`src/rtl/debounce.sv`:
```
// Counter-based debouncer and edge detector for an already-synchronized input.
// A level change is accepted only after DEBOUNCE_CYCLES consecutive identical samples.
module debounce #(
    parameter int DEBOUNCE_CYCLES = 4,
    parameter int CNT_W           = $clog2(DEBOUNCE_CYCLES)
) (
    input  logic clk,
    input  logic rst,
    input  logic sync_sig,
    output logic db_sig,
    output logic rise_pulse,
    output logic fall_pulse,
    output logic glitch
);

    localparam logic [1:0] S_LOW      = 2'd0;
    localparam logic [1:0] S_CHK_HIGH = 2'd1;
    localparam logic [1:0] S_HIGH     = 2'd2;
    localparam logic [1:0] S_CHK_LOW  = 2'd3;

    localparam logic [CNT_W-1:0] CNT_ONE  = CNT_W'(1);
    localparam logic [CNT_W-1:0] CNT_LAST = CNT_W'(DEBOUNCE_CYCLES - 1);

    logic [1:0]       state_q, state_d;
    logic [CNT_W-1:0] cnt_q, cnt_d;
    logic             db_q, db_d;
    logic             rise_q, rise_d;
    logic             fall_q, fall_d;
    logic             glitch_q, glitch_d;

    always_comb begin
        state_d  = state_q;
        cnt_d    = cnt_q;
        db_d     = db_q;
        rise_d   = 1'b0;
        fall_d   = 1'b0;
        glitch_d = 1'b0;
        case (state_q)
            S_LOW: begin
                if (sync_sig) begin
                    state_d = S_CHK_HIGH;
                    cnt_d   = CNT_ONE;
                end else begin
                    cnt_d = '0;
                end
            end
            S_CHK_HIGH: begin
                if (!sync_sig) begin
                    state_d  = S_LOW;
                    cnt_d    = '0;
                    glitch_d = 1'b1;
                end else if (cnt_q == CNT_LAST) begin
                    state_d = S_HIGH;
                    cnt_d   = '0;
                    db_d    = 1'b1;
                    rise_d  = 1'b1;
                end else begin
                    cnt_d = cnt_q + CNT_ONE;
                end
            end
            S_HIGH: begin
                if (!sync_sig) begin
                    state_d = S_CHK_LOW;
                    cnt_d   = CNT_ONE;
                end else begin
                    cnt_d = '0;
                end
            end
            S_CHK_LOW: begin
                // Aborted low-going check falls back to the held high level.
                if (sync_sig) begin
                    state_d  = S_HIGH;
                    cnt_d    = '0;
                    glitch_d = 1'b1;
                end else if (cnt_q == CNT_LAST) begin
                    state_d = S_LOW;
                    cnt_d   = '0;
                    db_d    = 1'b0;
                    fall_d  = 1'b1;
                end else begin
                    cnt_d = cnt_q + CNT_ONE;
                end
            end
            default: begin
                state_d = S_LOW;
                cnt_d   = '0;
                db_d    = 1'b0;
            end
        endcase
    end

    always_ff @(posedge clk or posedge rst) begin
        if (rst) begin
            state_q  <= S_LOW;
            cnt_q    <= '0;
            db_q     <= 1'b0;
            rise_q   <= 1'b0;
            fall_q   <= 1'b0;
            glitch_q <= 1'b0;
        end else begin
            state_q  <= state_d;
            cnt_q    <= cnt_d;
            db_q     <= db_d;
            rise_q   <= rise_d;
            fall_q   <= fall_d;
            glitch_q <= glitch_d;
        end
    end

    assign db_sig     = db_q;
    assign rise_pulse = rise_q;
    assign fall_pulse = fall_q;
    assign glitch     = glitch_q;

endmodule

```
`config.mk`:
```
export PLATFORM = sky130hd
export DESIGN_NAME = debounce
export DESIGN_NICKNAME = d
export VERILOG_FILES = /design/src/rtl/debounce.sv
export SDC_FILE = /design/constraint.sdc
export NUM_CORES = 1
export LEC_CHECK = 0
export ABC_CLOCK_PERIOD_IN_PS = 3350
export CORE_AREA = 5 5 42 44
export CTS_CLUSTER_SIZE = 14
export DETAILED_ROUTE_END_ITERATION = 6
export DIE_AREA = 0 0 47 49
export PLACE_DENSITY_LB_ADDON = 0.12
export SLEW_MARGIN = 20
export SYNTH_ARGS = -nofsm -noshare
export SYNTH_HDL_FRONTEND = slang
export SYNTH_SLANG_ARGS = --single-unit
```
`constraint.sdc`:
```
create_clock -name clk -period 3.35 [get_ports clk]
set_input_delay 0.5025 -clock clk [delete_from_list [all_inputs] [get_ports clk]]
set_output_delay 0.5025 -clock clk [all_outputs]
set_load 0.02 [all_outputs]
```
==> key figures, run 1 <==
STA
  – Worst rel slew slack: 0.787
  – RSZ-0062 raised after global routing: no
  – Period utilization: 0.519
  – Final setup fails: 0
  – Post-layout minimum cycle time: 1.74 ns
  – Final hold vios: 0
  – Fin Setup TNS: 0 ns
  – Clk_skew: 0.00399 ns
  – Slew @ Worst Pin: 0.319 ns
  – Final Max Tran Viols: 0
  – Fmax: 575 MHz

Worst hold path
  – Hold WC Path Type: in2async

Yosys
  – Largest cells by area after synthesis: dfrtp_1 (62%), mux2_4 (4.7%), a211oi_2 (3.9%), ha_1 (3.9%), nor2_1 (3.5%)
  – Area share of xor/xnor cells in the synthesized design: 0.0271
  – Area of the mapped netlist: 323 um2
  – Simple logic cell fraction of the synthesized area: 0.167
  – Synthesis Warnings: 0
  – Top cell type's share of synthesized area: 0.620
  – Combinational family with the most area after synthesis: simple AND/OR/NAND/NOR gates
  – Synth area leader: dfrtp_1
  – Sequential cell area fraction in the yosys report: 0.620
  – Distinct cells, synth: 15
  – Proportion of synthesized area in mux cells: 0.0465
  – Mapped Nets: 29
  – Post-synthesis register bit count: 8
  – Post-Syn Instances: 25
  – Complex-gate fraction of the synthesized area: 0.0775
  – Mean post-synth cell area: 12.9 um2
  – Synth Area in Adders: 0.0388

Pwr
  – Leak: 0.192 nW
  – Pwr/cell area: approximately 750 nW/um2
  – Peak VDD IR: between 200 and 250 uV

Critical path
  – Reg-to-reg slack, setup: 2.18 ns
  – Worst path max stage delay: between 0.6 and 0.7 ns
  – Kind of critical path: reg2out
  – Required time of the critical path: 2.85 ns
  – Worst R2R Start: cnt_q[0]
  – Depth of the worst register-to-register path: 3
  – CP top delay family: buffers and inverters
  – Crit. End Element: output port
  – CP Max Fanout: 3
  – Critical-path top delay cell: clkdlybuf4s50_1
  – WP buf/inv: 1
  – Crit path DAT: 1.24 ns
  – Startpoint types: flop
  – Cell Chain, Critical Path: clkdlybuf4s50_1

CTS
  – Post-cts sizing count: 0
  – CTS tree: built
  – Clk buf depth: 2
  – TritonCTS buffer count: 3
  – Clk root buf: clkbuf_4
  – Post-CTS Hold Fix Bufs: 0
  – Post-CTS setup buffers: 0
  – Clock Sinks: 8
  – H-tree Lvls: 1
  – Clock Latency Late Sink: 0.25 ns
  – Reg clk slew, reported paths: approximately 0.05 ns

Finish
  – Fin cells: 50
  – Sequential cell area: 200 um2
  – Multi-input gate area: 115 um2
  – Antenna Diode Count: 0
  – Number of fill cells: 157
  – Fin nets: 40
  – Share of layout cells above drive strength 1: 0.206
  – Area delta synth->final: 31.8%

Route
  – Vias/cell: roughly 4.2
  – Antenna-violating nets left: 0
  – DRC: 0
  – DRT Pass-1 Iters: 2
  – Starting DRT DRC Count: 5
  – Via count: 212
  – DR WL/cell: 11.2 um
  – Post-Route WL: approximately 560 um

Placed design
  – RePlAce Congestion: 0.709
  – Port bufs: 6
  – Post-placement cell count: 47
  – Detail Placement HPWL: between 400 and 500 um

Global routing
  – Antenna violations before repair: 0
  – Largest net degree at the start of global routing: 9
  – Grt ovf: 0
  – Total global-route track usage: 0.0610
  – Vias in the first global route: between 200 and 250
  – First-pass GRT wire length: about 920 um

Floorplan
  – Chip width: 47 um
  – DIE HEIGHT: between 40 and 50 um
  – Top-Level Pins: 7
  – Starting density of the core: 0.230
  – Site Rows: 14
  – Core box area: ~1400 um2
  – Full die area: 2300 um2

Run
  – MaxCap Viol Count: 0

Run status
  – Status: complete, no violations
[cell usage in the layout, fill, tap and decap left out]
cell             instances
nand2_2                  1
clkbuf_4                 3
inv_1                    2
ha_1                     1
clkdlybuf4s50_1          6
nor2_1                   3
xnor2_1                  1
a211oi_2                 1
and2_2                   1
mux2_4                   1
and4b_1                  1
nand2_1                  1
a21oi_1                  1
o21a_1                   1
nor3b_1                  1
dfrtp_1                  8
nand3b_1                 1
[metrics by stage]
| step | util | setup WS [ns] | total power [W] | hold slack, ns | instance area, um2 |
|---|---|---|---|---|---|
| after detailed placement | 0.288 | 1.77 | 0.000249 | 0.516 | 403 |
| after CTS | 0.304 | 1.59 | 0.000326 | 0.509 | 425 |
| after global placement | 0.288 | 1.82 | 0.000247 | 0.507 | 403 |
| after floorplan | - | 2.25 | 0.000217 | 0.318 | 323 |
| final | 0.304 | 1.61 | 0.000318 | 0.504 | 425 |
| after global routing | 0.304 | 1.56 | 0.000343 | 0.519 | 425 |
[area by class of cell]
type | instances | share of cell area
inverters | 2 | 0.0176
well taps | 16 | 0.0471
clock buffers | 3 | 0.0529
repair buffers | 6 | 0.141
multi-input cells | 15 | 0.271
flip-flops and latches | 8 | 0.471
[Yosys cell counts (all sizes together)]
cell and instances:
xnor2 1, and2 1, o21a 1, nor2 3, dfrtp 8, nor3b 1
mux2 1, ha 1, nand2 2, a211oi 1, and4b 1, inv 2
a21oi 1, nand3b 1
[cell families (layout without fill, tap and decap cells)]
logic type | count (synthesis) | in the layout
xor+xnor | 1 | 1
mux | 1 | 1
flops | 8 | 8
fa+ha+maj | 1 | 1
buf+inv | 2 | 11
simple gates | 9 | 9
compound gates | 3 | 3
[routing by layer]
layer  GRT usage  routed length, um  vias up
li1            -                  -      104
met2      0.0701                234        7
met5           0                  0        -
met3      0.0554                 44        2
met1      0.0697                274       99
met4      0.0415                  6        0
[where the power goes]
group          internal, W  switching, W  total (W)  leakage (nW)
Sequential        0.000127     0.0000276   0.000155         0.104
Combinational    0.0000508     0.0000413  0.0000921        0.0741
Clock            0.0000408     0.0000303  0.0000711        0.0138
Total             0.000219     0.0000992   0.000318         0.192
[worst max path at each step]
stage | slack [ns] | depth (start not counted) | end | from
2_1_floorplan | 2.25 | 3 | flop | cnt_q[0]
3_3_place_gp | 1.82 | 3 | glitch | sync_sig
3_5_place_dp | 1.77 | 3 | glitch | sync_sig
4_1_cts | 1.59 | 1 | db_sig | db_sig
5_1_grt | 1.56 | 1 | db_sig | db_sig
6_report | 1.61 | 1 | db_sig | db_sig
Power figures use the tool's default switching activity.
==> run 2: changes to the inputs <==
--- a/config.mk
+++ b/config.mk
@@ -5,7 +5,7 @@
 export SDC_FILE = /design/constraint.sdc
 export NUM_CORES = 1
 export LEC_CHECK = 0
-export ABC_CLOCK_PERIOD_IN_PS = 3350
+export ABC_CLOCK_PERIOD_IN_PS = 1500
 export CORE_AREA = 5 5 42 44
 export CTS_CLUSTER_SIZE = 14
 export DETAILED_ROUTE_END_ITERATION = 6
==> constraint.sdc (replaced) <==
create_clock -name clk -period 1.5 [get_ports clk]
set_input_delay 0.225 -clock clk [delete_from_list [all_inputs] [get_ports clk]]
set_output_delay 0.225 -clock clk [all_outputs]
set_load 0.02 [all_outputs]
==> run 2 against run 1 <==
  * Worst hold slack got worse by 0.28 ns
  * Flip-flop and latch count unchanged
  * Die area unchanged
  * Register-to-register slack got worse by 1.8 ns
  * Combinational power increased by 130%
  * Sequential power increased by 120%
  * Global-route usage decreased by 0.72 points
  * Largest power group unchanged
  * Highest routed layer unchanged
==> key figures, run 2 (synthesis results as in run 1) <==
Run status
  – Status: complete, no violations

Pwr
  – Peak VDD IR: 480 uV (+110%)
  – Leak: 0.192 nW (unchanged)
  – Pwr/cell area: 1680 nW/um2 (+120%)

CTS
  – H-tree Lvls: 1 (unchanged)
  – Reg clk slew, reported paths: 0.05 ns (about the same)
  – Clk buf depth: 2 (unchanged)
  – Clock Sinks: 8 (unchanged)
  – Post-CTS Hold Fix Bufs: 0 (unchanged)
  – Clk root buf: clkbuf_4
  – Post-CTS setup buffers: 0 (unchanged)
  – CTS tree: built
  – TritonCTS buffer count: 3 (unchanged)
  – Post-cts sizing count: 0 (unchanged)
  – Clock Latency Late Sink: 0.25 ns (about the same)

Route
  – Post-Route WL: 552 um (-1.4%)
  – DR WL/cell: 11.0 um (-1.4%)
  – Antenna-violating nets left: 0 (unchanged)
  – Starting DRT DRC Count: 2 (-3)
  – DRC: 0 (unchanged)
  – Vias/cell: 4.16 (-1.9%)
  – Via count: 208 (-1.9%)
  – DRT Pass-1 Iters: 2 (unchanged)

STA
  – Period utilization: 0.964
  – Slew @ Worst Pin: 0.313 ns (-0.00533 ns)
  – Fin Setup TNS: 0 ns (unchanged)
  – RSZ-0062 raised after global routing: no
  – Hold WS: 0.227 ns (-0.277 ns)
  – Fmax: between 600 and 700 MHz
  – Final Max Tran Viols: 0 (unchanged)
  – Final hold vios: 0 (unchanged)
  – Worst rel slew slack: 0.791 (+0.00356)
  – Post-layout minimum cycle time: ~1.4 ns
  – Clk_skew: 0.000425 ns (-0.00356 ns)
  – Final setup fails: 0 (unchanged)

Placed design
  – Port bufs: 6 (unchanged)
  – RePlAce Congestion: 0.707 (-0.31%)
  – Post-placement cell count: 47 (unchanged)
  – Detail Placement HPWL: 412 um (+0.34%)

Finish
  – Core Util, Final: 0.304 (unchanged)
  – Most frequent cells in the layout: dfrtp_1 (8), clkdlybuf4s50_1 (6), nor2_1 (3), clkbuf_4 (3), inv_1 (2)
  – Most common cell after layout, fill and taps aside: dfrtp_1
  – Antenna Diode Count: 0 (unchanged)
  – Fin nets: 40 (unchanged)
  – Share of layout cells above drive strength 1: 0.206 (unchanged)
  – Area delta synth->final: 31.8% (unchanged)
  – Fin cells: 50 (unchanged)

Critical path
  – Depth of the worst register-to-register path: 3 (unchanged)
  – Worst path max stage delay: 0.61 ns (about the same)
  – Cell Chain, Critical Path: clkdlybuf4s50_1
  – Startpoint types: flop
  – Worst path depth: 1 (unchanged)
  – Crit path DAT: 1.22 ns (-0.02 ns)
  – Required time of the critical path: 1.27 ns (-1.58 ns)
  – WP buf/inv: 1 (unchanged)
  – Kind of critical path: reg2out
  – Critical-path top delay cell: clkdlybuf4s50_1
  – CP top delay family: buffers and inverters
  – CP Max Fanout: 3 (unchanged)
  – Crit. End Element: output port

Floorplan
  – Full die area: 2300 um2 (unchanged)
  – Site Rows: 14 (unchanged)
  – Core box area: 1400 um2 (unchanged)
  – Starting density of the core: 0.230 (unchanged)
  – Top-Level Pins: 7 (unchanged)
  – Chip width: 47 um (unchanged)
  – DIE HEIGHT: 49 um (unchanged)

Run
  – MaxCap Viol Count: 0 (unchanged)

Global routing
  – Total global-route track usage: 0.0538 (-0.00717)
  – First-pass GRT wire length: 828 um (-9.7%)
  – Vias in the first global route: 194 (-8.1%)
  – Grt ovf: 0 (unchanged)
  – Largest net degree at the start of global routing: 9 (unchanged)
  – Antenna violations before repair: 0 (unchanged)

Worst hold path
  – Hold WC Path Type: in2async
## run 2: cell counts in the layout (fill, tap and decap cells not counted)
Identical to the previous run, type by type.
## run 2: worst paths after layout
check                         start          to  slack (ns)
min reg2reg                cnt_q[0]    cnt_q[0]        0.52
max in group asynchronous       rst  state_q[0]        1.04
max reg2reg                cnt_q[0]        flop        0.34
max                          db_sig      db_sig        0.05
min                             rst    cnt_q[0]        0.23
min in group clk           cnt_q[0]    cnt_q[0]        0.52
## run 2: worst register-to-register path, delay by kind of cell (launching register included)
| family | cells | cell delay (ns) |
|---|---|---|
| adder cells (fa/ha/maj) | 1 | 0.26 |
| flip-flops | 1 | 0.38 |
| multiplexers | 1 | 0.30 |
| AND/OR/NAND/NOR | 1 | 0.11 |
## run 2: where the power goes
part	switching [W]	internal, W
Sequential	0.0000602	0.000285
Combinational	0.0000942	0.000114
Clock	0.0000702	0.0000914
## run 2: per-layer routing
metal / part of all wire / GRT usage / vias to the layer above
met5: 0 / 0 / -
met4: 0.011 / 0.0553 / 0
met3: 0.094 / 0.0221 / 2
met2: 0.44 / 0.0633 / 5
met1: 0.45 / 0.0671 / 100
li1: - / - / 101
## run 2: layout make-up
cell class / instances / area (um2)
inverter: 2 / 7.51
timing repair buffer: 6 / 60.1
fill: 149 / 976
clock buffer: 3 / 22.5
tap: 16 / 20.0
multi-input combinational: 15 / 115
sequential: 8 / 200
## run 2: stage by stage
stage / cell area [um2] / power, W / worst slack, ns
after floorplan: 323 / 0.000485 / 0.403
after global placement: 403 / 0.000552 / 0.254
after detailed placement: 403 / 0.000559 / 0.216
after CTS: 425 / 0.000725 / 0.0403
after global routing: 425 / 0.000762 / 0.0138
final: 425 / 0.000715 / 0.0538
==> run 3: changes to the inputs <==
--- a/config.mk
+++ b/config.mk
@@ -5,7 +5,9 @@
 export SDC_FILE = /design/constraint.sdc
 export NUM_CORES = 1
 export LEC_CHECK = 0
+export ABC_AREA = 1
 export ABC_CLOCK_PERIOD_IN_PS = 1500
+export CAP_MARGIN = 15
 export CORE_AREA = 5 5 42 44
 export CTS_CLUSTER_SIZE = 14
 export DETAILED_ROUTE_END_ITERATION = 6
==> run 3 against run 2 <==
  * Total power is 8.3% higher
  * Critical path depth stayed put
  * Die area unchanged
  * Design area is 1.8% higher
  * Critical path type unchanged
  * Clock skew grew 0.0023 ns
  * Highest routed layer is now met3
  * Combinational power increased by 30%
  * Worst setup slack better by 0.030 ns
==> key figures, run 3 <==
Floorplan
  – Core box area: 1400 um2 (unchanged)
  – Full die area: 2300 um2 (unchanged)
  – Site Rows: 14 (unchanged)
  – Starting density of the core: 0.236 (+0.00536)
  – DIE HEIGHT: 49 um (unchanged)
  – Chip width: 47 um (unchanged)
  – Top-Level Pins: 7 (unchanged)

Pwr
  – Comb power frac: 0.349 (+0.058)
  – Seq pwr share: 0.441 (-0.042)
  – Cell Int Power: 0.000509 W (+3.8%)
  – Leak: 0.249 nW (+30%)
  – Sw Pwr: 0.000265 W (+18%)
  – Sw Ratio: 0.343 (+0.0283)
  – Pwr/cell area: 1790 nW/um2 (+6.4%)
  – Peak VDD IR: 549 uV (+15%)
  – Clk network pwr share: 0.210 (-0.016)

Yosys
  – Sequential cell area fraction in the yosys report: 0.606 (-0.0141)
  – Area of the mapped netlist: 330 um2 (+2.3%)
  – Proportion of synthesized area in mux cells: 0 (-0.0465)
  – Synthesis Warnings: 0 (unchanged)
  – Mapped Nets: 38 (+31%)
  – Largest cells by area after synthesis: dfrtp_1 (61%), nand2_1 (9.1%), inv_1 (8.0%), ha_1 (3.8%), nand2_2 (3.8%)
  – Complex-gate fraction of the synthesized area: 0.0492 (-0.0283)
  – Mean post-synth cell area: 9.72 um2 (-25%)
  – Distinct cells, synth: 12 (-3)
  – Post-Syn Instances: 34 (+36%)
  – Combinational family with the most area after synthesis: simple AND/OR/NAND/NOR gates
  – Asr flop ratio synth: 1.00 (unchanged)
  – Post-synth EDFFs: 0 (unchanged)
  – Post-synthesis register bit count: 8 (unchanged)
  – Commonest cells post-synth: dfrtp_1 (8), nand2_1 (8), inv_1 (7), nand2_2 (2), nor2_1 (2)
  – Simple logic cell fraction of the synthesized area: 0.216 (+0.0492)
  – Area share of xor/xnor cells in the synthesized design: 0 (-0.0271)
  – Most used DFF post-synth: dfrtp_1
  – Synth Area in Adders: 0.0379 (-0.000881)
  – Top cell type's share of synthesized area: 0.606 (-0.0141)
  – Synth area leader: dfrtp_1

STA
  – Final Max Tran Viols: 0 (unchanged)
  – Fmax: 706 MHz (+2.1%)
  – RSZ-0062 raised after global routing: no
  – Final hold vios: 0 (unchanged)
  – Clk_skew: 0.00271 ns (+0.00229 ns)
  – Slew @ Worst Pin: 0.303 ns (-0.0102 ns)
  – Fin Setup TNS: 0 ns (unchanged)
  – Final setup fails: 0 (unchanged)
  – Hold WS: 0.212 ns (-0.0155 ns)
  – Worst rel slew slack: 0.798 (+0.00679)
  – Period utilization: 0.944 (-0.0202)
  – Post-layout minimum cycle time: 1.42 ns (-0.0304 ns)

Finish
  – Fin nets: 49 (+23%)
  – Antenna Diode Count: 0 (unchanged)
  – Most frequent cells in the layout: nand2_1 (8), dfrtp_1 (8), inv_1 (7)
  – Sequential cell area: 200 um2 (unchanged)
  – Area delta synth->final: 31.1%
  – Share of layout cells above drive strength 1: 0.209 (+0.00342)
  – Number of fill cells: 162 (+8.7%)
  – Multi-input gate area: 100 um2 (-13%)
  – Core Util, Final: 0.309 (+0.00536)

Critical path
  – Critical-path top delay cell: clkdlybuf4s50_1
  – WP buf/inv: 1 (unchanged)
  – Startpoint types: flop
  – Crit Reg-Reg Endpoint: db_sig
  – Crit. Startpoint: db_sig
  – Reg-to-reg slack, setup: 0.52 ns (+0.18 ns)
  – Worst R2R Start: cnt_q[0]
  – Cell Chain, Critical Path: clkdlybuf4s50_1
  – CP Max Fanout: 2 (-1)
  – Required time of the critical path: 1.27 ns (about the same)
  – CP top delay family: buffers and inverters
  – Crit. End Element: output port
  – Worst path max stage delay: 0.60 ns (about the same)
  – Crit path DAT: 1.19 ns (-0.03 ns)
  – Kind of critical path: reg2out
  – Depth of the worst register-to-register path: 5 (+2)

Route
  – Starting DRT DRC Count: 4 (+2)
  – DRT Pass-1 Iters: 5 (+3)
  – Post-Route WL: 535 um (-3.1%)
  – DRC: 0 (unchanged)
  – DR WL/cell: 9.07 um (-18%)
  – Vias/cell: 3.98 (-4.3%)
  – Antenna-violating nets left: 0 (unchanged)
  – Via count: 235 (+13%)

CTS
  – Clock Sinks: 8 (unchanged)
  – Clk root buf: clkbuf_4
  – Post-CTS Hold Fix Bufs: 0 (unchanged)
  – Clock Latency Late Sink: 0.25 ns (about the same)
  – TritonCTS buffer count: 3 (unchanged)
  – H-tree Lvls: 1 (unchanged)
  – Post-cts sizing count: 0 (unchanged)
  – CTS tree: built
  – Clk buf depth: 2 (unchanged)
  – Reg clk slew, reported paths: 0.05 ns (about the same)
  – Post-CTS setup buffers: 0 (unchanged)

Global routing
  – Total global-route track usage: 0.0653 (+0.0115)
  – Vias in the first global route: 246 (+27%)
  – Grt ovf: 0 (unchanged)
  – Largest net degree at the start of global routing: 9 (unchanged)
  – Antenna violations before repair: 0 (unchanged)
  – First-pass GRT wire length: 993 um (+20%)

Run status
  – Status: complete, no violations

Run
  – MaxCap Viol Count: 0 (unchanged)

Worst hold path
  – Hold WC Path Type: in2async

Placed design
  – RePlAce Congestion: 0.707 (about the same)
  – Port bufs: 6 (unchanged)
-- run 3: worst max path at each step --
| stage | end | slack [ns] | cells after the start |
|---|---|---|---|
| finish | db_sig | 0.08 | 1 |
| global route | db_sig | 0.03 | 1 |
| CTS | db_sig | 0.07 | 1 |
| detailed placement | db_sig | 0.35 | 1 |
| global placement | cnt_q[0] | 0.35 | 5 |
| floorplan | db_sig | 0.58 | 5 |
-- run 3: power by group through the flow --
stage	registers, W	logic [W]	clock network [W]
after detailed placement	0.000345	0.000273	0
after global routing	0.000356	0.000312	0.000177
after CTS	0.000343	0.000276	0.000169
after global placement	0.000342	0.000269	0
final	0.000341	0.000270	0.000163
after floorplan	0.000371	0.000153	0
-- run 3: area by class of cell --
class                   instances  area share
flip-flops and latches          8       0.462
multi-input cells              18       0.231
repair buffers                  6       0.139
inverters                       8      0.0694
clock buffers                   3      0.0520
well taps                      16      0.0462
-- run 3: cells by family after synthesis --
logic type,Yosys count
buffers and inverters,8
adders and majority gates,1
AOI/OAI and AO/OA,2
DFF,8
and+or+nand+nor,15
-- run 3: through the flow --
step / power (W) / instance area [um2] / worst slack, ns / std cells
after floorplan: 0.000523 / 330 / 0.578 / 34
after global placement: 0.000611 / 410 / 0.353 / 56
after detailed placement: 0.000618 / 410 / 0.348 / 56
after CTS: 0.000788 / 433 / 0.0718 / 59
after global routing: 0.000845 / 433 / 0.0314 / 59
final: 0.000774 / 433 / 0.0842 / 59
-- run 3: per-layer routing --
metal,routed length [um],part of all wire,track usage
met4,0,0,0.0553
met2,250,0.47,0.0814
met1,213,0.40,0.0721
met5,0,0,0
met3,71,0.13,0.0443
-- run 3: worst register-to-register path: stages, from the launching register on --
cell	delay, ns
dfrtp_1	0.38
ha_1	0.21
nand2_2	0.11
inv_2	0.04
nand3_1	0.08
nand2_1	0.06
